$ cat src/rtl/fetch_ctrl.sv
// fetch_ctrl: multi-cycle sequencer for the instruction-fetch datapath.
// Steps each instruction through FETCH/DECODE/EXEC/WB (or FETCH/DECODE/BR),
// handshakes with instruction memory and drives the PC write enable and
// branch select of the fetch unit.
//
// Ports:
//   clk_i        system clock, rising edge
//   rst_ni       asynchronous active-low reset
//   start_i      in IDLE, begin fetching next cycle
//   stop_i       sampled in WB/BR; 1 returns to IDLE instead of FETCH
//   mem_ack_i    instruction memory data valid (only honoured in FETCH)
//   opcode_i     opcode field of the instruction register
//   zero_i       ALU zero flag, used by BEQ in the BR cycle
//   mem_req_o    instruction read request
//   ir_we_o      load instruction register (FETCH & mem_ack)
//   pc_we_o      PC write enable
//   branch_o     select branch/jump target into the PC mux
//   alu_start_o  one-cycle ALU launch
//   reg_we_o     register file write enable
//   busy_o       state is not IDLE, HALTED or FAULT
//   halted_o     HALT instruction retired
//   fault_o      illegal opcode or fetch timeout
//   state_o      current state encoding (debug)
//   retired_o    count of completed instructions (wraps silently)
module fetch_ctrl #(
  parameter int unsigned TIMEOUT = 16,
  parameter int unsigned CNT_W   = 16
) (
  input  logic             clk_i,
  input  logic             rst_ni,
  input  logic             start_i,
  input  logic             stop_i,
  input  logic             mem_ack_i,
  input  logic [5:0]       opcode_i,
  input  logic             zero_i,
  output logic             mem_req_o,
  output logic             ir_we_o,
  output logic             pc_we_o,
  output logic             branch_o,
  output logic             alu_start_o,
  output logic             reg_we_o,
  output logic             busy_o,
  output logic             halted_o,
  output logic             fault_o,
  output logic [2:0]       state_o,
  output logic [CNT_W-1:0] retired_o
);

  typedef enum logic [2:0] {
    S_IDLE   = 3'd0,
    S_FETCH  = 3'd1,
    S_DECODE = 3'd2,
    S_EXEC   = 3'd3,
    S_WB     = 3'd4,
    S_BR     = 3'd5,
    S_HALTED = 3'd6,
    S_FAULT  = 3'd7
  } state_e;

  localparam logic [5:0] OpAlu  = 6'b000000;
  localparam logic [5:0] OpBeq  = 6'b000100;
  localparam logic [5:0] OpJ    = 6'b000010;
  localparam logic [5:0] OpHalt = 6'b111111;

  // Last FETCH wait value before a missing ack turns into a fault.
  localparam logic [7:0] WaitLast = 8'(TIMEOUT - 1);

  state_e           state_q, state_d;
  logic [7:0]       wait_q, wait_d;
  logic [CNT_W-1:0] retired_q, retired_d;

  always_ff @(posedge clk_i or negedge rst_ni) begin
    if (!rst_ni) begin
      state_q   <= S_IDLE;
      wait_q    <= '0;
      retired_q <= '0;
    end else begin
      state_q   <= state_d;
      wait_q    <= wait_d;
      retired_q <= retired_d;
    end
  end

  // Next-state and output decode. Everything except ir_we depends on the
  // state alone (plus opcode/zero in BR), so outputs fall with the async reset.
  always_comb begin
    state_d     = state_q;
    wait_d      = '0;
    retired_d   = retired_q;
    mem_req_o   = 1'b0;
    ir_we_o     = 1'b0;
    pc_we_o     = 1'b0;
    branch_o    = 1'b0;
    alu_start_o = 1'b0;
    reg_we_o    = 1'b0;

    case (state_q)
      S_IDLE: begin
        if (start_i) state_d = S_FETCH;
      end
      S_FETCH: begin
        mem_req_o = 1'b1;
        // An ack on the final allowed cycle still wins over the timeout.
        if (mem_ack_i) begin
          ir_we_o = 1'b1;
          state_d = S_DECODE;
        end else if (wait_q == WaitLast) begin
          state_d = S_FAULT;
        end else begin
          wait_d = wait_q + 8'd1;
        end
      end
      S_DECODE: begin
        pc_we_o = 1'b1;
        case (opcode_i)
          OpAlu:       state_d = S_EXEC;
          OpBeq, OpJ:  state_d = S_BR;
          OpHalt: begin
            state_d   = S_HALTED;
            retired_d = retired_q + CNT_W'(1);
          end
          default:     state_d = S_FAULT;
        endcase
      end
      S_EXEC: begin
        alu_start_o = 1'b1;
        state_d     = S_WB;
      end
      S_WB: begin
        reg_we_o  = 1'b1;
        retired_d = retired_q + CNT_W'(1);
        state_d   = stop_i ? S_IDLE : S_FETCH;
      end
      S_BR: begin
        branch_o  = 1'b1;
        // Jumps always load the target; BEQ only when the ALU flagged zero.
        pc_we_o   = (opcode_i == OpJ) ? 1'b1 : zero_i;
        retired_d = retired_q + CNT_W'(1);
        state_d   = stop_i ? S_IDLE : S_FETCH;
      end
      S_HALTED, S_FAULT: begin
        state_d = state_q;
      end
      default: state_d = S_IDLE;
    endcase
  end

  assign busy_o    = (state_q != S_IDLE) && (state_q != S_HALTED) && (state_q != S_FAULT);
  assign halted_o  = (state_q == S_HALTED);
  assign fault_o   = (state_q == S_FAULT);
  assign state_o   = state_q;
  assign retired_o = retired_q;

endmodule

$ cat config.mk
export PLATFORM = sky130hd
export DESIGN_NAME = fetch_ctrl
export DESIGN_NICKNAME = d
export VERILOG_FILES = /design/src/rtl/fetch_ctrl.sv
export SDC_FILE = /design/constraint.sdc
export NUM_CORES = 1
export LEC_CHECK = 0
export ABC_AREA = 1
export CAP_MARGIN = 30
export CORE_MARGIN = 2
export CORE_UTILIZATION = 50
export CTS_BUF_LIST = sky130_fd_sc_hd__clkbuf_16
export DETAILED_ROUTE_END_ITERATION = 8
export PLACE_DENSITY_LB_ADDON = 0.05
export SLEW_MARGIN = 5
export SYNTH_ARGS = -nofsm -noshare
export SYNTH_HDL_FRONTEND = slang
export SYNTH_SLANG_ARGS = --single-unit
$ cat constraint.sdc
create_clock -name clk_i -period 2 [get_ports clk_i]
set_clock_uncertainty 0.05 [all_clocks]
set_input_delay 0.5 -clock clk_i [delete_from_list [all_inputs] [get_ports clk_i]]
set_output_delay 0.5 -clock clk_i [all_outputs]
set_load 0.01 [all_outputs]
# Word level (Yosys, flattened, before mapping)

Index checks and enable logic that the tools add are counted.

Bits in latches: 0
Output and inout port bits: 28
Register bits after elaboration: 27
Memories: 0
Memory bits (writable): 0
ROM bits: 0
Word-level logic and storage cells: 52

Div/mod/pow operators: 0
Eq/ne operators: 16
Reductions and logical operators: 11
Mux-type cells: 19
Shift operators: 0
Bitwise gates (word level): 1
Add/subtract/negate cells: 2
$mul: 0
Order comparisons: 0

Operator list:

| operator                | count |
|---|---|
| $pmux W16 S2            | 1 |
| $mux W8                 | 3 |
| $add A16 B1 Y16 const B | 1 |
| $mux W16                | 1 |
| $pmux W3 S5             | 1 |
| $eq A3 B3 Y1 const B    | 4 |
| $mux W3                 | 3 |
| $ne A3 B3 Y1 const B    | 3 |
| $pmux W3 S3             | 1 |
| $add A8 B1 Y8 const B   | 1 |
| $eq A8 B4 Y1 const B    | 1 |
| $mux W1                 | 8 |
| $eq A3 B2 Y1 const B    | 2 |
| $eq A6 B2 Y1 const B    | 1 |
| $eq A6 B3 Y1 const B    | 1 |
| $eq A6 B6 Y1 const B    | 1 |
| $logic_not A6 Y1        | 1 |
| $reduce_or A2 Y1        | 3 |
| $ne A2 B2 Y1 const B    | 2 |
| $eq A3 B1 Y1 const B    | 1 |
| $logic_not A3 Y1        | 1 |
| $reduce_and A3 Y1       | 1 |
| $reduce_bool A3 Y1      | 1 |
| $logic_and A1 B1 Y1     | 2 |
| 4 further kinds         | 4 |

# Longest topological paths before layout

Gate-level depths: netlist (run 1).

Depth after elaboration: 4
Gate-level depth with buffers: 10

# Worst setup path after synthesis (run 1)

OpenSTA, ideal clock, no wires.

Path type: register -> output
From: reg state_q[1], in the netlist state_o[1]
To: out pc_we_o
Arrival: 1.235 ns
Required time: 1.450 ns
Setup slack: 0.215 ns
Cell stages (with the launch flop): 6
Cell sequence: dfrtp_1 -> inv_2 -> nand2_1 -> buf_2 -> nor2_1 -> a21o_1

Longest elaborated chain between the ends: 2
Elaborated cells on any way between the ends: 3
Classes of those cells: eq/ne (2); mux (1)

RTL lines:

| item                                                | line | RTL |
|---|---|---|
| start, declared                                     | 68   | `state_e state_q, state_d;` |
| start signal, assigned                              | 78   | `state_q <= state_d;` |
| $eq A3 B3 Y1 / $eq A3 B2 Y1 (equally long branches) | 97   | `case (state_q)` |
| $pmux W1 S2 *                                       | 97   |  |
| end, declared                                       | 38   | `output logic pc_we_o,` |

Mark *: on every way between the ends. The rest lies on a longest branch, timed or not.

# Worst setup path after layout (run 1)

From: in mem_ack_i
To: out ir_we_o

Longest elaborated chain between the ends: 2

RTL lines:

| item            | line | RTL |
|---|---|---|
| start, declared | 33   | `input logic mem_ack_i,` |
| $mux W1         | 104  | `if (mem_ack_i) begin` |
| $mux W1         | 97   |  |
| end, declared   | 37   | `output logic ir_we_o,` |

No other way between the ends.

==> results of run 1 <==
-- Yosys cell counts --
cell	n
nand3b_1	1
inv_2	1
nor2_4	1
xor2_1	7
inv_1	28
o21ai_0	9
a21o_1	1
nor3_4	1
nor2_1	38
dfrtp_1	27
ha_1	2
buf_6	2
nand3_4	1
a21oi_1	5
nand2_4	1
nor2_2	1
nand2_1	87
o21ai_1	5
nand4_1	7
buf_2	1
nand3_1	24
-- timing repair --
action	in CTS	in global routing
endpoints found under the setup margin	9	3
buffers inserted	1	1
pin swaps	0	4
gates resized for setup	13	9
-- routing by layer --
layer  up-vias  part of all wire  track usage
met1       826              0.41        0.270
met2        37              0.54        0.431
li1        923                 -            -
met5         -                 0            0
met3         6             0.030       0.0270
met4         0             0.016       0.0778
-- sequential cells by signal (all words and copies together), names as in the netlist --
register and cells:
retired_o 16, state_o 3, wait_q 8
-- placed cells by master (no fill, tap or decap), drive strengths merged --
cell | netlist | layout
a21o | 1 | 1
a21oi | 5 | 5
buf | 3 | 25
clkbuf | 0 | 5
clkdlybuf4s50 | 0 | 24
clkinvlp | 0 | 1
dfrtp | 27 | 27
dlygate4sd2 | 0 | 8
dlymetal6s2s | 0 | 5
ha | 2 | 2
inv | 29 | 29
nand2 | 88 | 88
nand3 | 25 | 25
nand3b | 1 | 1
nand4 | 7 | 7
nor2 | 40 | 40
nor3 | 1 | 1
o21ai | 14 | 14
xor2 | 7 | 7
-- power by group through the flow --
stage	logic (mW)	registers [mW]	clock network, mW
floorplan	0.00790	0.556	0
global placement	0.0568	0.556	0
detailed placement	0.0576	0.556	0
CTS	0.0574	0.545	0.482
global route	0.0623	0.545	0.509
finish	0.0557	0.546	0.469
-- final timing paths --
check / start / end / slack, ps / cells after the start
max in group asynchronous: rst_ni / state_o[0]$_DFFE_PN0P_ / 1040 / 2
max: mem_ack_i / ir_we_o / 80 / 4
max reg2reg: state_o[2]$_DFFE_PN0P_ / retired_o[0]$_DFFE_PN0P_ / 350 / 8
min in group asynchronous: rst_ni / retired_o[9]$_DFFE_PN0P_ / 560 / 2
min reg2reg: wait_q[0]$_DFF_PN0_ / wait_q[0]$_DFF_PN0_ / 430 / 1
min: wait_q[0]$_DFF_PN0_ / wait_q[0]$_DFF_PN0_ / 430 / 1
-- worst reg2reg max path: cells and delay by family, from the launching register on --
kind	cells	cell delay (ps)
buffers and inverters	4	570
flip-flops	1	410
XOR/XNOR	1	150
AND/OR/NAND/NOR	3	390
-- through the flow --
| step | cells | hold WS [ps] | instance area, um2 | TNS, ps |
|---|---|---|---|---|
| floorplan | 250 | 154 | 1700 | 0 |
| CTS | 360 | 420 | 2390 | -172 |
| finish | 361 | 431 | 2410 | 0 |
| detailed placement | 355 | 404 | 2310 | -747 |
| global route | 361 | 456 | 2410 | 0 |
| global placement | 355 | 401 | 2310 | -619 |
-- area by class of cell --
type,instances,area [um2],area share
Sequential cell,27,677,0.281
Tap cell,46,57.6,0.0239
Timing Repair Buffer,64,583,0.242
Inverter,29,109,0.0452
Clock buffer,3,75.1,0.0312
Multi-Input combinational cell,191,897,0.373
Clock inverter,1,7.51,0.00312
-- cells by family after synthesis --
| kind of cell | Yosys count | synth area share |
|---|---|---|
| flip-flops | 27 | 0.396 |
| AND/OR/NAND/NOR | 162 | 0.413 |
| AO/OA/AOI/OAI | 20 | 0.0602 |
| adder cells (fa/ha/maj) | 2 | 0.0147 |
| XOR/XNOR | 7 | 0.0360 |
| buffers and inverters | 32 | 0.0800 |
==> reports/qor.csv, run 1 <==
metric;value;unit
startpoint types;input port;
Post-Route Utilization;0.727;
cell count after synthesis;250;
Worst setup EP type;primary output;
Final Hold Vio Count;0;
DIE AREA;3890;um2
DRC viols;0;
status;complete, no violations;
clock sink count;27;
Max IR drop VDD;0.390;mV
min cycle time layout;1920;ps
slowest stage delay, CP;460;ps
area grow syn2layout;41.2;%
setup ws final;75.3;ps
RSZ-0062 raised after global routing;false;
Final Setup Violations;0;
std cell rows;21;
Num CTS Buffers;3;
Tcrit/Tclk final;0.962;
post-route antenna net violation count;0;
Pins Over Slew Limit;0;
Crit Path Class;in -> out;
sw frac;0.208;
number of antenna violations at the first check in global routing;0;
leading post-synthesis cells by cell area;dfrtp_1 40%, nand2_1 19%, nor2_1 8.4%, nand3_1 7.0%, inv_1 6.2%;
Root Buffer Master;clkbuf_16;
total grt overflow;0;
Skew-Pair Late Insertion Delay;260;ps
WP data required;1450;ps
wire length of the first global-routing pass;7220;um
Pwr Total;1.07;mW
# fillers;280;
share of cells above drive strength 1;0.127;
worst slew pin tran;370;ps
port bufs;39;
Worst Path Arrival;1370;ps
vias after detailed routing;1792;
IO Count;40;
Reg clk slew, reported paths;70;ps
Lkg Pwr;1.21;nW
average wire per standard cell;11.6;um
vias per cell;4.96;
Synth top area share;0.396;
fmax;520;MHz
antenna cells;0;
Seq/Total Area, Yosys;0.396;
synthesized cell area;1700;um2
final-stage net count;330;
Yosys reg bits;27;
# H-tree levels;1;
internal power;0.848;mW
GPL Wtd Cong;0.872;
max cap viols;0;
Detailed Route Iter0 Violations;99;
worst path cell trace;clkdlybuf4s50_1 > inv_1 > nor2_1 > dlygate4sd2_1;
Die Ht;62.4;um
Synth warnings;0;
Slew headroom;0.754;
hold buffer count at CTS;0;
Starting Density;0.515;
pre-CTS WS;-464;ps
vias in the first global route;1677;
synthesized area per cell;6.82;um2
clk buf depth;2;
synth unique cells;21;
CP max stage cell;clkdlybuf4s50_1;
sequential share of power;0.510;
Clock power frac;0.438;
syn nets;264;
post-synth top area cell;dfrtp_1;
Bufs and invs on worst path;3;
CP delay by family, top;buffers and inverters;
largest net degree at the start of global routing;28;
NetSw;0.222;mW
GRT Resource Usage Total;0.229;
Hold Path Class;reg -> reg;
Power Density;445;nW/um2
Die Wd;62.4;um
final wirelength;4190;um
CP max FO;2;
Pre-Repair DR Iteration Count;4;
CORE AREA;3310;um2
logic gate share of total power;0.052;
CTS tree;built;
final HPWL from detailed placement;3190;um
Power figures use the tool's default switching activity.
==> inputs of run 2 (changes only) <==
- CORE_MARGIN: 2 -> 4
==> reports/qor.csv, run 2 (synthesis gave the netlist of run 1 again) <==
metric;value;unit;change
DIE AREA;4410;um2;+13%
Max IR drop VDD;0.298;mV;-23%
wire length of the first global-routing pass;7410;um;+2.7%
max reg flops;16;;unchanged
Worst Path Arrival;1360;ps;about the same
Starting Density;0.540;;+0.0257
post-route antenna net violation count;0;;unchanged
area grow syn2layout;39.5;%;
share of cells above drive strength 1;0.116;;-0.0112
vias in the first global route;1708;;+1.8%
WP data required;1450;ps;about the same
commonest non-fill, non-tap cells in the layout;87 x nand2_1, 36 x nor2_1, 28 x inv_1, 25 x dfrtp_1;;
antenna cells;0;;unchanged
worst hold slack;408;ps;-22.9 ps
final HPWL from detailed placement;3100;um;-2.7%
worst path cell trace;buf_4 > nor3_4 > a21o_1 > clkdlybuf4s15_2;;
clock sink count;27;;unchanged
internal power;0.851;mW;+0.43%
average wire per standard cell;11.7;um;+0.50%
GPL Wtd Cong;0.836;;-4.1%
Clock power frac;0.433;;-0.005
sw frac;0.204;;-0.00324
Num CTS Buffers;3;;unchanged
# H-tree levels;1;;unchanged
IO Count;40;;unchanged
Root Buffer Master;clkbuf_16;;
Pre-Repair DR Iteration Count;4;;unchanged
CP max FO;6;;+4
worst slew pin tran;352;ps;-17.7 ps
Skew-Pair Late Insertion Delay;260;ps;about the same
total grt overflow;0;;unchanged
sequential share of power;0.510;;about the same
CTS tree;built;;
startpoint types;flip-flop;;
most common cell after layout, fill and taps aside;nand2_1;;
Final Hold Vio Count;0;;unchanged
vias per cell;4.94;;-0.41%
hold buffer count at CTS;0;;unchanged
Post-Route Utilization;0.754;;+0.0272
Pins Over Slew Limit;0;;unchanged
DRC viols;0;;unchanged
largest net degree at the start of global routing;28;;unchanged
Tcrit/Tclk final;0.953;;-0.00953
max cap viols;0;;unchanged
Worst setup EP type;primary output;;
std cell rows;20;;-4.8%
Die Wd;66.4;um;+6.4%
Slew headroom;0.765;;+0.0118
logic gate share of total power;0.057;;+0.005
Bufs and invs on worst path;2;;-1
final-stage net count;326;;-1.2%
port bufs;39;;unchanged
Crit Path Class;reg -> out;;
NetSw;0.219;mW;-1.5%
Hold Path Class;reg -> reg;;
vias after detailed routing;1755;;-2.1%
number of antenna violations at the first check in global routing;0;;unchanged
slowest stage delay, CP;440;ps;-20 ps
CP delay by family, top;flip-flops;;
status;complete, no violations;;
Die Ht;66.4;um;+6.4%
GRT Resource Usage Total;0.217;;-0.0122
final wirelength;4140;um;-1.2%
CP max stage cell;dfrtp_2;;
RSZ-0062 raised after global routing;false;;
Detailed Route Iter0 Violations;119;;+20%
min cycle time layout;1910;ps;-19.1 ps
FF-to-FF setup slack;330;ps;-20 ps
Final Setup Violations;0;;unchanged
Power Density;450;nW/um2;+1.2%
CORE AREA;3150;um2;-4.8%
clk buf depth;2;;unchanged
Lkg Pwr;1.20;nW;-1.6%
fmax;525;MHz;+1.0%
Reg clk slew, reported paths;70;ps;about the same
==> run 2: cell types whose count changed in the layout (fill, tap and decap cells not counted) <==
cell             delta
buf_12              -1
clkdlybuf4s15_1     +1
dlymetal6s2s_1      +1
buf_4               -3
dfrtp_1             -1
dlygate4sd2_1       -1
clkdlybuf4s15_2     +1
clkbuf_2            -2
dfrtp_2             +1
==> run 2: layout make-up <==
| cell class | instances | area, um2 |
|---|---|---|
| clock inverters | 1 | 7.51 |
| repair buffers | 60 | 556 |
| flip-flops and latches | 27 | 678 |
| well taps | 44 | 55.1 |
| inverters | 29 | 109 |
| multi-input cells | 191 | 897 |
| clock buffers | 3 | 75.1 |
| fillers | 264 | 776 |
==> run 2: path summary, 6_finish.rpt <==
kind	startpoint	to	cells past startpoint
setup / recovery	state_o[0]$_DFFE_PN0P_	pc_we_o	4
hold / removal	wait_q[0]$_DFF_PN0_	wait_q[0]$_DFF_PN0_	1
setup reg to reg	retired_o[0]$_DFFE_PN0P_	retired_o[8]$_DFFE_PN0P_	7
hold reg to reg	wait_q[0]$_DFF_PN0_	wait_q[0]$_DFF_PN0_	1
max in group asynchronous	rst_ni	state_o[0]$_DFFE_PN0P_	2
min in group asynchronous	rst_ni	retired_o[14]$_DFFE_PN0P_	2
==> run 2: stage by stage <==
stage | setup TNS (ps) | instance area (um2) | power [mW] | setup WS, ps | cells
floorplan | 0 | 1700 | 0.564 | 215 | 250
global placement | -629 | 2240 | 0.612 | -447 | 346
detailed placement | -718 | 2240 | 0.613 | -482 | 346
CTS | -168 | 2350 | 1.08 | -168 | 354
global route | 0 | 2380 | 1.11 | 35.9 | 355
finish | 0 | 2380 | 1.07 | 94.3 | 355
==> run 2: what timing repair did <==
item                                    4_1_cts  5_1_grt
endpoints found under the setup margin        9        3
resized for setup                            13        9
pin swaps                                     2        4
buffers inserted                              4        1
==> run 2: worst register-to-register path, stage by stage (launching register included) <==
cell and delay (ps):
dfrtp_1 460, ha_1 320, inv_1 70, nor2_1 280, nand2_1 110, xor2_1 150
nand2_1 50, o21ai_0 70
==> run 2: routing by layer <==
metal | global-route usage | wire length (um)
met5 | 0 | 0
met4 | 0.0812 | 72
met3 | 0.0357 | 163
met2 | 0.388 | 2100
met1 | 0.257 | 1800
==> run 2: power by group through the flow <==
| stage | clock network (mW) | registers, mW | logic (mW) |
|---|---|---|---|
| floorplan | 0 | 0.556 | 0.00790 |
| global placement | 0 | 0.556 | 0.0556 |
| detailed placement | 0 | 0.556 | 0.0565 |
| CTS | 0.471 | 0.546 | 0.0611 |
| global route | 0.498 | 0.545 | 0.0669 |
| finish | 0.463 | 0.546 | 0.0612 |
